`config.mk`:
```
export PLATFORM = sky130hd
export DESIGN_NAME = operand_issue_flat
export DESIGN_NICKNAME = d
export VERILOG_FILES = /design/src/rtl/cpu_isa_pkg.sv /design/src/rtl/operand_issue_if.sv /design/src/rtl/regfile_8x16.sv /design/src/rtl/operand_issue.sv /design/src/flat_wrapper.sv
export SDC_FILE = /design/constraint.sdc
export NUM_CORES = 1
export LEC_CHECK = 0
export CAP_MARGIN = 10
export CORE_UTILIZATION = 40
export CTS_CLUSTER_SIZE = 16
export DETAILED_ROUTE_END_ITERATION = 12
export PLACE_DENSITY = 0.65
export SLEW_MARGIN = 20
export SYNTH_ARGS = -nofsm -noshare
export SYNTH_HDL_FRONTEND = slang
export SYNTH_SLANG_ARGS = --single-unit
```
`constraint.sdc`:
```
create_clock -name CLK -period 4.49 [get_ports CLK]
set_input_delay 0.449 -clock CLK [delete_from_list [all_inputs] [get_ports CLK]]
set_output_delay 0.449 -clock CLK [all_outputs]
set_load 0.02 [all_outputs]
```
`src/rtl/cpu_isa_pkg.sv`:
```
// ISA constants, instruction field positions, decode helper and FSM encodings
// shared by the operand issue stage and its testbench.
package cpu_isa_pkg;

  localparam int DW   = 16;
  localparam int NREG = 8;
  localparam int RW   = 3;

  localparam int RD_HI  = 13;
  localparam int RD_LO  = 11;
  localparam int RS1_HI = 10;
  localparam int RS1_LO = 8;
  localparam int RS2_HI = 7;
  localparam int RS2_LO = 5;

  typedef enum logic [0:0] {
    ST_ISSUE   = 1'b0,
    ST_WAIT_BR = 1'b1
  } state_e;

  typedef struct packed {
    logic legal;
    logic use1;
    logic use2;
    logic wen;
    logic br;
  } dec_t;

  // Priority decode: the first matching pattern wins, no match is illegal.
  function automatic dec_t decode(input logic [DW-1:0] ir);
    dec_t d;
    d = '0;
    casez (ir)
      16'b00000_??????_00000: begin d.legal = 1'b1; d.use1 = 1'b1; d.use2 = 1'b1; end
      16'b00_???_???_00000001: begin d.legal = 1'b1; d.use1 = 1'b1; d.wen = 1'b1; end
      16'b00_???_???_???_00010,
      16'b00_???_???_???_00011: begin
        d.legal = 1'b1; d.use1 = 1'b1; d.use2 = 1'b1; d.wen = 1'b1;
      end
      16'b01_???_000_????????: begin d.legal = 1'b1; d.wen = 1'b1; end
      16'b10_000_000_????????: begin d.legal = 1'b1; d.br = 1'b1; end
      16'b10001_???_????????,
      16'b10010_???_????????: begin d.legal = 1'b1; d.use1 = 1'b1; d.br = 1'b1; end
      16'b11_???_???_???_?????: begin
        d.legal = 1'b1; d.use1 = 1'b1; d.use2 = 1'b1; d.br = 1'b1;
      end
      default: d = '0;
    endcase
    return d;
  endfunction

endpackage

```
`src/rtl/operand_issue_if.sv`:
```
// Bundle of fetch, writeback, branch-completion and ALU-issue signals around
// the operand issue stage; slave is the stage, master is its environment.
interface operand_issue_if;
  import cpu_isa_pkg::*;

  logic          if_valid;
  logic          if_ready;
  logic [DW-1:0] if_ir;
  logic [DW-1:0] if_pc;
  logic          wb_en;
  logic [RW-1:0] wb_rd;
  logic [DW-1:0] wb_data;
  logic          br_done;
  logic          ex_ready;
  logic          load;
  logic [DW-1:0] ir;
  logic [DW-1:0] pc;
  logic [DW-1:0] sr1;
  logic [DW-1:0] sr2;
  logic [RW-1:0] ex_rd;
  logic          ex_wen;
  logic          illegal;

  modport slave (
    input  if_valid, if_ir, if_pc, wb_en, wb_rd, wb_data, br_done, ex_ready,
    output if_ready, load, ir, pc, sr1, sr2, ex_rd, ex_wen, illegal
  );

  modport master (
    output if_valid, if_ir, if_pc, wb_en, wb_rd, wb_data, br_done, ex_ready,
    input  if_ready, load, ir, pc, sr1, sr2, ex_rd, ex_wen, illegal
  );

endinterface

```
`src/rtl/regfile_8x16.sv`:
```
// 8x16 register file: two asynchronous read ports, one synchronous write port.
// A read of the register being written this cycle returns the write data.
module regfile_8x16
  import cpu_isa_pkg::*;
(
  input  logic          CLK,
  input  logic          RSTN,
  input  logic          i_we,
  input  logic [RW-1:0] i_wa,
  input  logic [DW-1:0] i_wd,
  input  logic [RW-1:0] i_ra1,
  input  logic [RW-1:0] i_ra2,
  output logic [DW-1:0] o_rd1,
  output logic [DW-1:0] o_rd2
);

  logic [DW-1:0] r_mem [NREG];

  always_ff @(posedge CLK or negedge RSTN) begin
    if (!RSTN) begin
      for (int i = 0; i < NREG; i++) r_mem[i] <= '0;
    end else if (i_we) begin
      r_mem[i_wa] <= i_wd;
    end
  end

  assign o_rd1 = (i_we && (i_wa == i_ra1)) ? i_wd : r_mem[i_ra1];
  assign o_rd2 = (i_we && (i_wa == i_ra2)) ? i_wd : r_mem[i_ra2];

endmodule

```
`src/rtl/operand_issue.sv`:
```
// Decode / register-read stage: RAW scoreboard, branch wait FSM and registered
// operand issue towards the ALU.
//
//   state      | meaning
//   -----------+-----------------------------------------------------
//   ST_ISSUE   | accepting instructions when downstream ready, no hazard
//   ST_WAIT_BR | branch issued, fetch blocked until br_done
module operand_issue
  import cpu_isa_pkg::*;
(
  input logic         CLK,
  input logic         RSTN,
  operand_issue_if.slave io
);

  state_e          r_state;
  state_e          w_state_nxt;
  dec_t            w_dec;
  logic [RW-1:0]   w_rs1;
  logic [RW-1:0]   w_rs2;
  logic [RW-1:0]   w_rd;
  logic [DW-1:0]   w_rd1;
  logic [DW-1:0]   w_rd2;
  logic [NREG-1:0] r_pend;
  logic [NREG-1:0] w_pend_nxt;
  logic            w_hz1;
  logic            w_hz2;
  logic            w_in_issue;
  logic            w_ready;
  logic            w_accept;
  logic            w_issue;

  logic            r_load;
  logic            r_illegal;
  logic            r_ex_wen;
  logic [RW-1:0]   r_ex_rd;
  logic [DW-1:0]   r_ir;
  logic [DW-1:0]   r_pc;
  logic [DW-1:0]   r_sr1;
  logic [DW-1:0]   r_sr2;

  assign w_dec = decode(io.if_ir);
  assign w_rs1 = io.if_ir[RS1_HI:RS1_LO];
  assign w_rs2 = io.if_ir[RS2_HI:RS2_LO];
  assign w_rd  = io.if_ir[RD_HI:RD_LO];

  regfile_8x16 u_rf (
    .CLK   (CLK),
    .RSTN  (RSTN),
    .i_we  (io.wb_en),
    .i_wa  (io.wb_rd),
    .i_wd  (io.wb_data),
    .i_ra1 (w_rs1),
    .i_ra2 (w_rs2),
    .o_rd1 (w_rd1),
    .o_rd2 (w_rd2)
  );

  // A pending source resolves in the same cycle its writeback arrives (bypass).
  assign w_hz1 = w_dec.use1 && r_pend[w_rs1] && !(io.wb_en && (io.wb_rd == w_rs1));
  assign w_hz2 = w_dec.use2 && r_pend[w_rs2] && !(io.wb_en && (io.wb_rd == w_rs2));

  assign w_ready  = w_in_issue && io.ex_ready && !(w_hz1 || w_hz2);
  assign w_accept = io.if_valid && w_ready;
  assign w_issue  = w_accept && w_dec.legal;

  always_ff @(posedge CLK or negedge RSTN) begin
    if (!RSTN) r_state <= ST_ISSUE;
    else       r_state <= w_state_nxt;
  end

  always_comb begin
    w_state_nxt = r_state;
    case (r_state)
      ST_ISSUE:   if (w_issue && w_dec.br) w_state_nxt = ST_WAIT_BR;
      ST_WAIT_BR: if (io.br_done)          w_state_nxt = ST_ISSUE;
      default:                             w_state_nxt = ST_ISSUE;
    endcase
  end

  always_comb begin
    w_in_issue = (r_state == ST_ISSUE);
  end

  // Set after clear so a same-cycle issue and writeback leaves the bit set.
  always_comb begin
    w_pend_nxt = r_pend;
    if (io.wb_en)             w_pend_nxt[io.wb_rd] = 1'b0;
    if (w_issue && w_dec.wen) w_pend_nxt[w_rd]     = 1'b1;
  end

  always_ff @(posedge CLK or negedge RSTN) begin
    if (!RSTN) r_pend <= '0;
    else       r_pend <= w_pend_nxt;
  end

  always_ff @(posedge CLK or negedge RSTN) begin
    if (!RSTN) begin
      r_load    <= 1'b0;
      r_illegal <= 1'b0;
      r_ex_wen  <= 1'b0;
      r_ex_rd   <= '0;
      r_ir      <= '0;
      r_pc      <= '0;
      r_sr1     <= '0;
      r_sr2     <= '0;
    end else begin
      r_load    <= w_issue;
      r_illegal <= w_accept && !w_dec.legal;
      if (w_issue) begin
        r_ir     <= io.if_ir;
        r_pc     <= io.if_pc;
        r_sr1    <= w_rd1;
        r_sr2    <= w_rd2;
        r_ex_rd  <= w_rd;
        r_ex_wen <= w_dec.wen;
      end
    end
  end

  assign io.if_ready = w_ready;
  assign io.load     = r_load;
  assign io.illegal  = r_illegal;
  assign io.ir       = r_ir;
  assign io.pc       = r_pc;
  assign io.sr1      = r_sr1;
  assign io.sr2      = r_sr2;
  assign io.ex_rd    = r_ex_rd;
  assign io.ex_wen   = r_ex_wen;

endmodule

```
`src/flat_wrapper.sv`:
```
// flat-port wrapper written by rule: the top's interface ports become plain ports
module operand_issue_flat import cpu_isa_pkg::*;
  (CLK, RSTN, io_if_valid, io_if_ir, io_if_pc, io_wb_en, io_wb_rd, io_wb_data, io_br_done, io_ex_ready, io_if_ready, io_load, io_ir, io_pc, io_sr1, io_sr2, io_ex_rd, io_ex_wen, io_illegal);
  operand_issue_if io_i ();
  input logic CLK;
  input logic RSTN;
  input wire logic [$bits(io_i.if_valid)-1:0] io_if_valid;
  input wire logic [$bits(io_i.if_ir)-1:0] io_if_ir;
  input wire logic [$bits(io_i.if_pc)-1:0] io_if_pc;
  input wire logic [$bits(io_i.wb_en)-1:0] io_wb_en;
  input wire logic [$bits(io_i.wb_rd)-1:0] io_wb_rd;
  input wire logic [$bits(io_i.wb_data)-1:0] io_wb_data;
  input wire logic [$bits(io_i.br_done)-1:0] io_br_done;
  input wire logic [$bits(io_i.ex_ready)-1:0] io_ex_ready;
  output wire logic [$bits(io_i.if_ready)-1:0] io_if_ready;
  output wire logic [$bits(io_i.load)-1:0] io_load;
  output wire logic [$bits(io_i.ir)-1:0] io_ir;
  output wire logic [$bits(io_i.pc)-1:0] io_pc;
  output wire logic [$bits(io_i.sr1)-1:0] io_sr1;
  output wire logic [$bits(io_i.sr2)-1:0] io_sr2;
  output wire logic [$bits(io_i.ex_rd)-1:0] io_ex_rd;
  output wire logic [$bits(io_i.ex_wen)-1:0] io_ex_wen;
  output wire logic [$bits(io_i.illegal)-1:0] io_illegal;
  assign io_i.if_valid = io_if_valid;
  assign io_i.if_ir = io_if_ir;
  assign io_i.if_pc = io_if_pc;
  assign io_i.wb_en = io_wb_en;
  assign io_i.wb_rd = io_wb_rd;
  assign io_i.wb_data = io_wb_data;
  assign io_i.br_done = io_br_done;
  assign io_i.ex_ready = io_ex_ready;
  assign io_if_ready = io_i.if_ready;
  assign io_load = io_i.load;
  assign io_ir = io_i.ir;
  assign io_pc = io_i.pc;
  assign io_sr1 = io_i.sr1;
  assign io_sr2 = io_i.sr2;
  assign io_ex_rd = io_i.ex_rd;
  assign io_ex_wen = io_i.ex_wen;
  assign io_illegal = io_i.illegal;
  operand_issue u_core (.CLK(CLK), .RSTN(RSTN), .io(io_i));
endmodule
```
# --- Word level (Yosys, flattened, before mapping) ---
# Cells that the tools add are included.
# W data, S select, Z words.
totals:
  ff_bits: 207
  latchBits: 0
  output_inout_bits: 71
  input_bits: 57
  ram_bits: 0
  romBits: 0
  memories: 0
op_classes:
  n_mux: 29
  multipliers: 0
  add_sub_neg: 0
  order_cmp: 10
  n_reduce_logical: 27
  n_shift: 0
  div: 0
  n_eq_ne: 10
  bitwise_logic: 7
ops:
  columns: ["operator", "count"]
  rows:
  - ["$bwmux W128", 1]
  - ["$mux W16", 7]
  - ["$bmux W16 S3", 2]
  - ["$demux W16 S3", 1]
  - ["$logic_and A1 B1 Y1", 16]
  - ["$lt A3 B4 Y1 const B", 4]
  - ["$mux W8", 2]
  - ["$eq A7 B2 Y1 const B", 2]
  - ["$ge A4 B4 Y1 const B", 3]
  - ["$not A3 Y4", 3]
  - ["$reduce_or A4 Y1", 3]
  - ["$mux W1", 11]
  - ["$eq A10 B1 Y1 const B", 1]
  - ["$eq A5 B5 Y1 const B", 2]
  - ["$logic_not A10 Y1", 1]
  - ["$reduce_or A9 Y1", 1]
  - ["$and A8 B8 Y8", 1]
  - ["$eq A8 B8 Y1 const B", 1]
  - ["$not A8 Y8", 1]
  - ["$or A8 B8 Y8", 1]
  - ["$reduce_or A7 Y1", 1]
  - ["$bmux W1 S3", 2]
  - ["$demux W1 S3", 2]
  - ["$eq A3 B3 Y1", 2]
  - ["8 further kinds", 12]

# --- Longest topological paths before layout ---
# Gate-level depths: netlist of run 1.
depth:
  ltp_word: 13
  mapped_depth: 9
  mapped_depth_nobuf: 6

# --- Modules after synthesis ---
# From an unflattened synthesis of run 1, not the netlist that was laid out.
hier_totals:
  hier_cells: 690
  area_unflattened_um2: 10998.0
modules_own_cells:
  columns: ["mod", "area_each_um2", "instances", "cells_each"]
  rows:
  - ["regfile_8x16", 7508.5, 1, 452]
  - ["operand_issue", 3489.6, 1, 238]

# --- Least setup slack after synthesis of run 1 ---
# No wires, ideal clock.
synth_path:
  path_kind: "input -> register"
  start: "input io_if_ir[9]"
  end: "register u_core.r_ir[13] (netlist: u_core.io.ir[13])"
  path_stages: 8
  slack_ns: 1.896
  t_arrival_ns: 2.466
  path_cell_list: "clkbuf_1 -> mux4_2 -> o2111a_1 -> a221oi_4 -> o31a_2 -> buf_6 -> buf_6 -> mux2_1"
synth_between:
  elab_chain_cells: 9
  word_cells_on_any_way: 16
synth_lines:
  columns: ["element", "line", "text"]
  rows:
  - ["start: declaration", "flat_wrapper.sv:8", "input wire logic [$bits(io_i.if_ir)-1:0] io_if_ir;"]
  - ["$bmux W1 S3 or $eq A3 B3 Y1 (tied branches)", "operand_issue.sv:60", "assign w_hz1 = w_dec.use1 && r_pend[w_rs1] && !(io.wb_en && (io.wb_rd == w_rs1));"]
  - ["$mux W1 (implied by the code) or $logic_and A1 B1 Y1 (tied branches)", "operand_issue.sv:60", null]
  - ["$logic_and A1 B1 Y1 or $logic_not A1 Y1 (tied branches)", "operand_issue.sv:60", null]
  - ["$logic_and A1 B1 Y1", "operand_issue.sv:60", null]
  - ["$logic_or A1 B1 Y1", "operand_issue.sv:63", "assign w_ready = w_in_issue && io.ex_ready && !(w_hz1 || w_hz2);"]
  - ["$logic_not A1 Y1", "operand_issue.sv:63", null]
  - ["$logic_and A1 B1 Y1", "operand_issue.sv:63", null]
  - ["$logic_and A1 B1 Y1", "operand_issue.sv:64", "assign w_accept = io.if_valid && w_ready;"]
  - ["$logic_and A1 B1 Y1 (*)", "operand_issue.sv:65", "assign w_issue = w_accept && w_dec.legal;"]
  - ["end signal: assignment", "operand_issue.sv:111", "r_ir <= io.if_ir;"]
  - ["end: declaration", "operand_issue.sv:37", "logic [DW-1:0] r_ir;"]
# Mark *: on every way between the ends. The rest lies on a longest branch, timed or not. The select of a mux whose other input is x is not followed.
# A chain may end at the register's enable or synchronous reset.

# --- Worst setup path in the final report of run 1 ---
layout_path:
  start: "input io_if_ir[10]"
  end: "output io_if_ready"
layout_between:
  elab_chain_cells: 7
  word_cells_on_any_way: 10
layout_lines:
  columns: ["element", "line", "text"]
  rows:
  - ["$bmux W1 S3 or $eq A3 B3 Y1 (tied branches)", "operand_issue.sv:60", null]
  - ["$mux W1 (implied by the code) or $logic_and A1 B1 Y1 (tied branches)", "operand_issue.sv:60", null]
  - ["$logic_and A1 B1 Y1 or $logic_not A1 Y1 (tied branches)", "operand_issue.sv:60", null]
  - ["$logic_and A1 B1 Y1 (*)", "operand_issue.sv:60", null]
  - ["$logic_or A1 B1 Y1 (*)", "operand_issue.sv:63", null]
  - ["$logic_not A1 Y1 (*)", "operand_issue.sv:63", null]
  - ["$logic_and A1 B1 Y1 (*)", "operand_issue.sv:63", null]
  - ["end: declaration", "flat_wrapper.sv:15", "output wire logic [$bits(io_i.if_ready)-1:0] io_if_ready;"]
# Marked as above.

==> results.py, run 1 <==
metrics = {
    "clocking": {
        "clk_latency_ns": 0.51,
        "cts.sinks": 204,
        "cts_root_buf": "clkbuf_16",
        "cts_setup_buffers": 0,
        "max-clock-path-buffers": 3,
        "cts_resized": 0,
        "htree_num_levels": 1,
        "hold_buffers": 0,
        "cts_tree": "yes",
        "clk_pin_slew_ns": 0.06,
        "cts_buffers": 23,
    },
    "global_routing": {
        "gr-total-overflow": 0,
        "antenna_found_initial": 0,
        "grt_util_all_layers_pct": 18.98,
        "grt_first_pass_wirelength_microns": 38470,
        "grt_start_max_net_pins": 105,
        "grt_pass1_vias": 6590,
    },
    "critical_path": {
        "worstPathCellList": "clkdlybuf4s50_1 > inv_1 > o2111a_1 > a22oi_1 > clkdlybuf4s50_1",
        "path_depth": 5,
        "ff2ff_path_depth": 6,
        "critPathMostFrequentCell": "clkdlybuf4s50_1",
        "cp_top_family": "buffers and inverters",
        "start_kind": "primary input",
        "cp_max_fo": 12,
        "crit_buf_inv": 3,
        "slowest_delay_ns": 0.89,
        "crit_slowest_cell": "clkdlybuf4s50_1",
        "arrival_ns": 3.05,
        "cp.required_ns": 4.04,
        "r2r_slack_ns": 1.66,
        "end_kind": "primary output",
        "crit_type": "primary input to primary output",
    },
    "sta": {
        "rsz0062_at_grt": "false",
        "tightest_slew_ns": 0.8665,
        "slew_viol_final": 0,
        "finalCritPeriodShare_pct": 77.92,
        "setup_tns_ns": 0,
        "fin_skew_ns": 0.01517,
        "finalHoldViolCount": 4,
        "slew_headroom_pct": 42.23,
        "fmax_mhz": 285.8,
        "fin_crit_ns": 3.499,
        "setup_viol_count_final": 0,
        "hold-worst-slack_ns": -0.02155,
    },
    "finish": {
        "final_nets": 890,
        "design_area_sq_um": 12460,
        "areaGrowthSynthToFinish_pct": 21.54,
        "final_util_pct": 49.48,
        "n_antenna_cell": 0,
        "drive_above_1_share_pct": 30.73,
    },
    "job": {
        "max-cap-violations": 0,
    },
    "logic_synthesis": {
        "yosys-top-cells-count": "204 x dfrtp_1, 128 x mux2_2, 66 x mux4_2",
        "synthCells": 726,
        "yosys.cell_types.count": 40,
        "synth_most_common_cell": "dfrtp_1",
        "ys_seq_area_share_pct": 49.80,
        "syn_avg_cell_area_sq_um": 14.12,
        "ys_top_cells_by_area": "dfrtp_1 50%, mux4_2 15%, mux2_2 14%",
        "synth_warnings": 0,
        "ys.flop_type": "dfrtp_1",
        "synth_top_area_share_pct": 49.80,
        "yosys.area.top_type": "dfrtp_1",
        "syn_area_sq_um": 10250,
        "synth_edf_count": 0,
        "synthArstFlopShare_pct": 100.0,
        "synth_nets": 783,
        "ys_ff_latch": 204,
    },
    "floorplan": {
        "std_cell_rows": 58,
        "chipHeight_microns": 162.1,
        "dieArea_sq_um": 26270,
        "core_region_area_sq_um": 25180,
        "die_w_microns": 162.1,
        "io-pin-count": 128,
        "initial_core_util_pct": 40.71,
    },
    "routing": {
        "final_antenna_net_count": 0,
        "drc_errors": 0,
        "wl_microns": 24440,
        "wl_per_cell_microns": 20.78,
        "via_count": 6554,
        "drt_iter0_drc": 385,
        "vias_per_cell": 5.573,
        "drtPass1Iterations": 5,
    },
    "pwr": {
        "total_power_mw": 6.458,
        "cellPowerDensity_nw_per_um2": 518.3,
        "ir_worst_vdd_v": 0.0002852,
        "leakagePower_nw": 5.101,
    },
    "place": {
        "gp_congestion": 0.7722,
        "hpwl_microns": 15230,
        "place_area_sq_um": 11750,
        "io_buffers": 127,
    },
    "run_status": {
        "outcome": "finished with violations",
        "violations": "negative hold slack",
    },
    "min_path": {
        "hold_path.class": "primary input to asynchronous set/reset pin",
    },
}
-- report_power, final --
group | leakage (nW) | switching (mW) | internal (mW)
Clock | 0.353 | 0.727 | 1.08
Sequential | 2.47 | 0.300 | 2.36
Combinational | 2.28 | 0.868 | 1.12
Total | 5.10 | 1.89 | 4.56
-- placed cells by master (no fill, tap or decap), types with 2 or more instances in the layout --
| master | count |
|---|---|
| nand2_1 | 44 |
| buf_4 | 20 |
| inv_1 | 9 |
| nand2b_1 | 5 |
| nor2_1 | 35 |
| mux2i_1 | 17 |
| nand4_1 | 3 |
| o22ai_1 | 2 |
| o32ai_1 | 2 |
| nor4_1 | 3 |
| nor3_2 | 2 |
| clkbuf_8 | 3 |
| nand3b_1 | 2 |
| xnor2_1 | 7 |
| dfrtp_1 | 204 |
| a21oi_1 | 18 |
| bufinv_16 | 2 |
| inv_2 | 2 |
| clkdlybuf4s50_1 | 122 |
| nand4b_1 | 3 |
| clkbuf_1 | 6 |
| a31oi_1 | 17 |
| nor3b_2 | 2 |
| buf_2 | 4 |
| clkbuf_16 | 23 |
| o21ai_1 | 2 |
| nor3_1 | 2 |
| mux2_2 | 128 |
| o211ai_1 | 2 |
| mux2_1 | 65 |
| mux4_2 | 66 |
| clkinv_2 | 4 |
| o21ai_0 | 6 |
-- state kept, by name, summed over array words and instances (netlist names), 8 cells and up --
register           cells
u_core.io.ir          16
u_core.io.pc          16
u_core.io.sr1         16
u_core.io.sr2         16
u_core.r_pend          8
u_core.u_rf.r_mem    128
-- layer usage --
metal,global-route usage (%),share of wire [%],vias to the layer above
li1,-,-,2902
met1,26.67,46,3411
met2,30.80,46,210
met3,3.345,5.6,31
met4,4.074,1.6,0
met5,0,0,-
-- path summary, 6_finish.rpt --
check / start / endpoint
worst max-delay path: io_if_ir[10] / io_if_ready
min in group CLK: u_core.io.pc[0] / u_core.io.pc[0]
worst min-delay path: RSTN / u_core.io.pc[7]
max in group asynchronous: RSTN / u_core.u_rf.r_mem[87]
worst max register to register: u_core.r_pend[7] / u_core.io.ir[9]
worst min register to register: u_core.io.pc[0] / u_core.io.pc[0]
-- kinds of logic after synthesis --
group | Yosys count | synth area share, %
multiplexers | 276 | 37.36
flip-flops | 204 | 49.80
AND/OR/NAND/NOR | 103 | 4.431
AO/OA/AOI/OAI | 59 | 3.784
XOR/XNOR | 7 | 0.5981
buffers and inverters | 77 | 4.028
-- final cells by class --
cell class | count | area, sq um
fillers | 2137 | 12720
flip-flops and latches | 204 | 5105
multi-input cells | 445 | 4761
repair buffers | 148 | 1425
clock buffers | 31 | 625.6
well taps | 330 | 412.9
clock inverters | 7 | 88.84
inverters | 11 | 41.29
-- stage by stage --
step	instances	hold WS, ns	setup WS, ns
floorplan	726	0.1534	1.896
global placement	1138	0.4663	0.8494
detailed placement	1138	0.4738	0.7442
CTS	1176	0.07729	1.106
global route	1176	0.1098	0.9128
finish	1176	-0.02155	0.9913
Note: power is estimated with default switching activity, not from simulation.
==> inputs of run 2 (changes only) <==
- PLACE_DENSITY: 0.65 -> 0.67
- clock period: 4.49 -> 3.2 ns (I/O delays scaled with it)
==> results.py, run 2 (synthesis gave the netlist of run 1 again) <==
metrics = {
    "finish": {
        "regArea_sq_um": 5105,
        "largest_register": "u_core.u_rf.r_mem",
        "mostFrequentLayoutCells": "204 x dfrtp_1, 128 x mux2_2, 122 x clkdlybuf4s50_1",
        "final_common_cell": "dfrtp_1",
        "drive_above_1_share_pct": 32.53,
        "final_nets": 908,
        "areaGrowthSynthToFinish_pct": 23.72,
        "largest_reg_flops": 128,
        "multi_input_area_sq_um": 4761,
        "design_area_sq_um": 12680,
        "num-fill-cells": 2166,
        "instances_no_fill": 1198,
    },
    "floorplan": {
        "die_w_microns": 162.1,
        "chipHeight_microns": 162.1,
        "io-pin-count": 128,
        "std_cell_rows": 58,
        "core_region_area_sq_um": 25180,
        "dieArea_sq_um": 26270,
        "initial_core_util_pct": 40.71,
    },
    "global_routing": {
        "grt_pass1_vias": 6921,
        "use_met2_pct": 31.21,
        "gr-total-overflow": 0,
        "busiest_layer": "met2",
        "grt_first_pass_wirelength_microns": 39560,
        "antenna_found_initial": 1,
        "grt_start_max_net_pins": 76,
        "grt_util_met1_pct": 26.64,
        "grt_util_all_layers_pct": 19.43,
        "use_met3_pct": 3.805,
    },
    "sta": {
        "slew_viol_final": 0,
        "finalCritPeriodShare_pct": 90.14,
        "hold-worst-slack_ns": 0.3740,
        "setup_tns_ns": 0,
        "setup_viol_count_final": 0,
        "tightest_slew_ns": 0.6288,
        "fin_crit_ns": 2.885,
        "fmax_mhz": 346.7,
        "rsz0062_at_grt": "false",
        "slew_headroom_pct": 58.08,
        "finalHoldViolCount": 0,
        "fin_skew_ns": 0.01889,
    },
    "clocking": {
        "clk_latency_ns": 0.51,
        "cts_root_buf": "clkbuf_16",
        "htree_num_levels": 1,
        "max-clock-path-buffers": 3,
        "cts_buffers": 23,
        "cts.sinks": 204,
        "hold_buffers": 1,
        "cts_setup_buffers": 0,
        "clk_pin_slew_ns": 0.06,
        "cts_tree": "yes",
        "cts_resized": 0,
    },
    "critical_path": {
        "slowest_delay_ns": 0.66,
        "start_kind": "flip-flop",
        "worstPathCellList": "mux4_2 > o2111a_1 > a22oi_1 > clkdlybuf4s50_1",
        "cp.required_ns": 2.88,
        "crit_slowest_cell": "clkdlybuf4s50_1",
        "crit_type": "flip-flop to primary output",
        "cp_top_family": "buffers and inverters",
        "crit_buf_inv": 1,
        "end_kind": "primary output",
        "arrival_ns": 2.56,
        "cp_max_fo": 3,
    },
    "min_path": {
        "hold_path.class": "primary input to asynchronous set/reset pin",
    },
    "place": {
        "gp_congestion": 0.8459,
        "dp.cells": 1155,
        "hpwl_microns": 15990,
        "io_buffers": 127,
        "place_area_sq_um": 11910,
    },
    "routing": {
        "vias_per_cell": 5.598,
        "drtPass1Iterations": 5,
        "drc_errors": 0,
        "drt_iter0_drc": 421,
        "final_antenna_net_count": 0,
        "wl_microns": 24680,
        "via_count": 6706,
        "wl_per_cell_microns": 20.60,
    },
    "pwr": {
        "ir_worst_vdd_v": 0.0003728,
        "cellPowerDensity_nw_per_um2": 721.8,
        "leakagePower_nw": 5.229,
        "total_power_mw": 9.154,
    },
    "run_status": {
        "outcome": "finished, final reports clean",
    },
    "job": {
        "max-cap-violations": 0,
    },
}
## run 2: layer usage
layer  share of wire, %  vias to the layer above
met5                  0                        -
met4                2.5                        0
met3                7.1                       46
met2                 46                      244
met1                 44                     3468
li1                   -                     2948
## run 2: path summary, 6_finish.rpt
path                                           to  depth (start not counted)  slack [ns]         startpoint
setup / recovery                      io_if_ready                          4        0.32   u_core.r_pend[7]
hold / removal             u_core.u_rf.r_mem[108]                          2        0.37               RSTN
setup reg to reg                 u_core.io.sr1[7]                          6        0.57   u_core.r_pend[7]
hold reg to reg                 u_core.io.sr1[14]                          1        0.48  u_core.io.sr1[14]
max in group asynchronous   u_core.u_rf.r_mem[21]                          3        1.98               RSTN
min in group CLK                  u_core.io.pc[4]                          2        0.41        io_if_pc[4]
## run 2: final cells by class
class	count	area share (%)
diodes	1	0.01973
clock buffers	35	5.525
clock inverters	6	0.4637
inverters	11	0.3256
multi-input cells	445	37.54
flip-flops and latches	204	40.25
well taps	330	3.256
repair buffers	166	12.62
## run 2: stage by stage
| step | utilization (%) | worst slack [ns] |
|---|---|---|
| after global routing | 50.35 | 0.09159 |
| after global placement | 47.30 | 0.2398 |
| final | 50.36 | 0.3154 |
| after detailed placement | 47.30 | 0.1600 |
| after CTS | 50.35 | 0.3235 |
| after floorplan | - | 0.7350 |
## run 2: where the power goes
part	internal [mW]	switching, mW
clock network	1.58	1.03
registers	3.31	0.437
logic	1.59	1.21
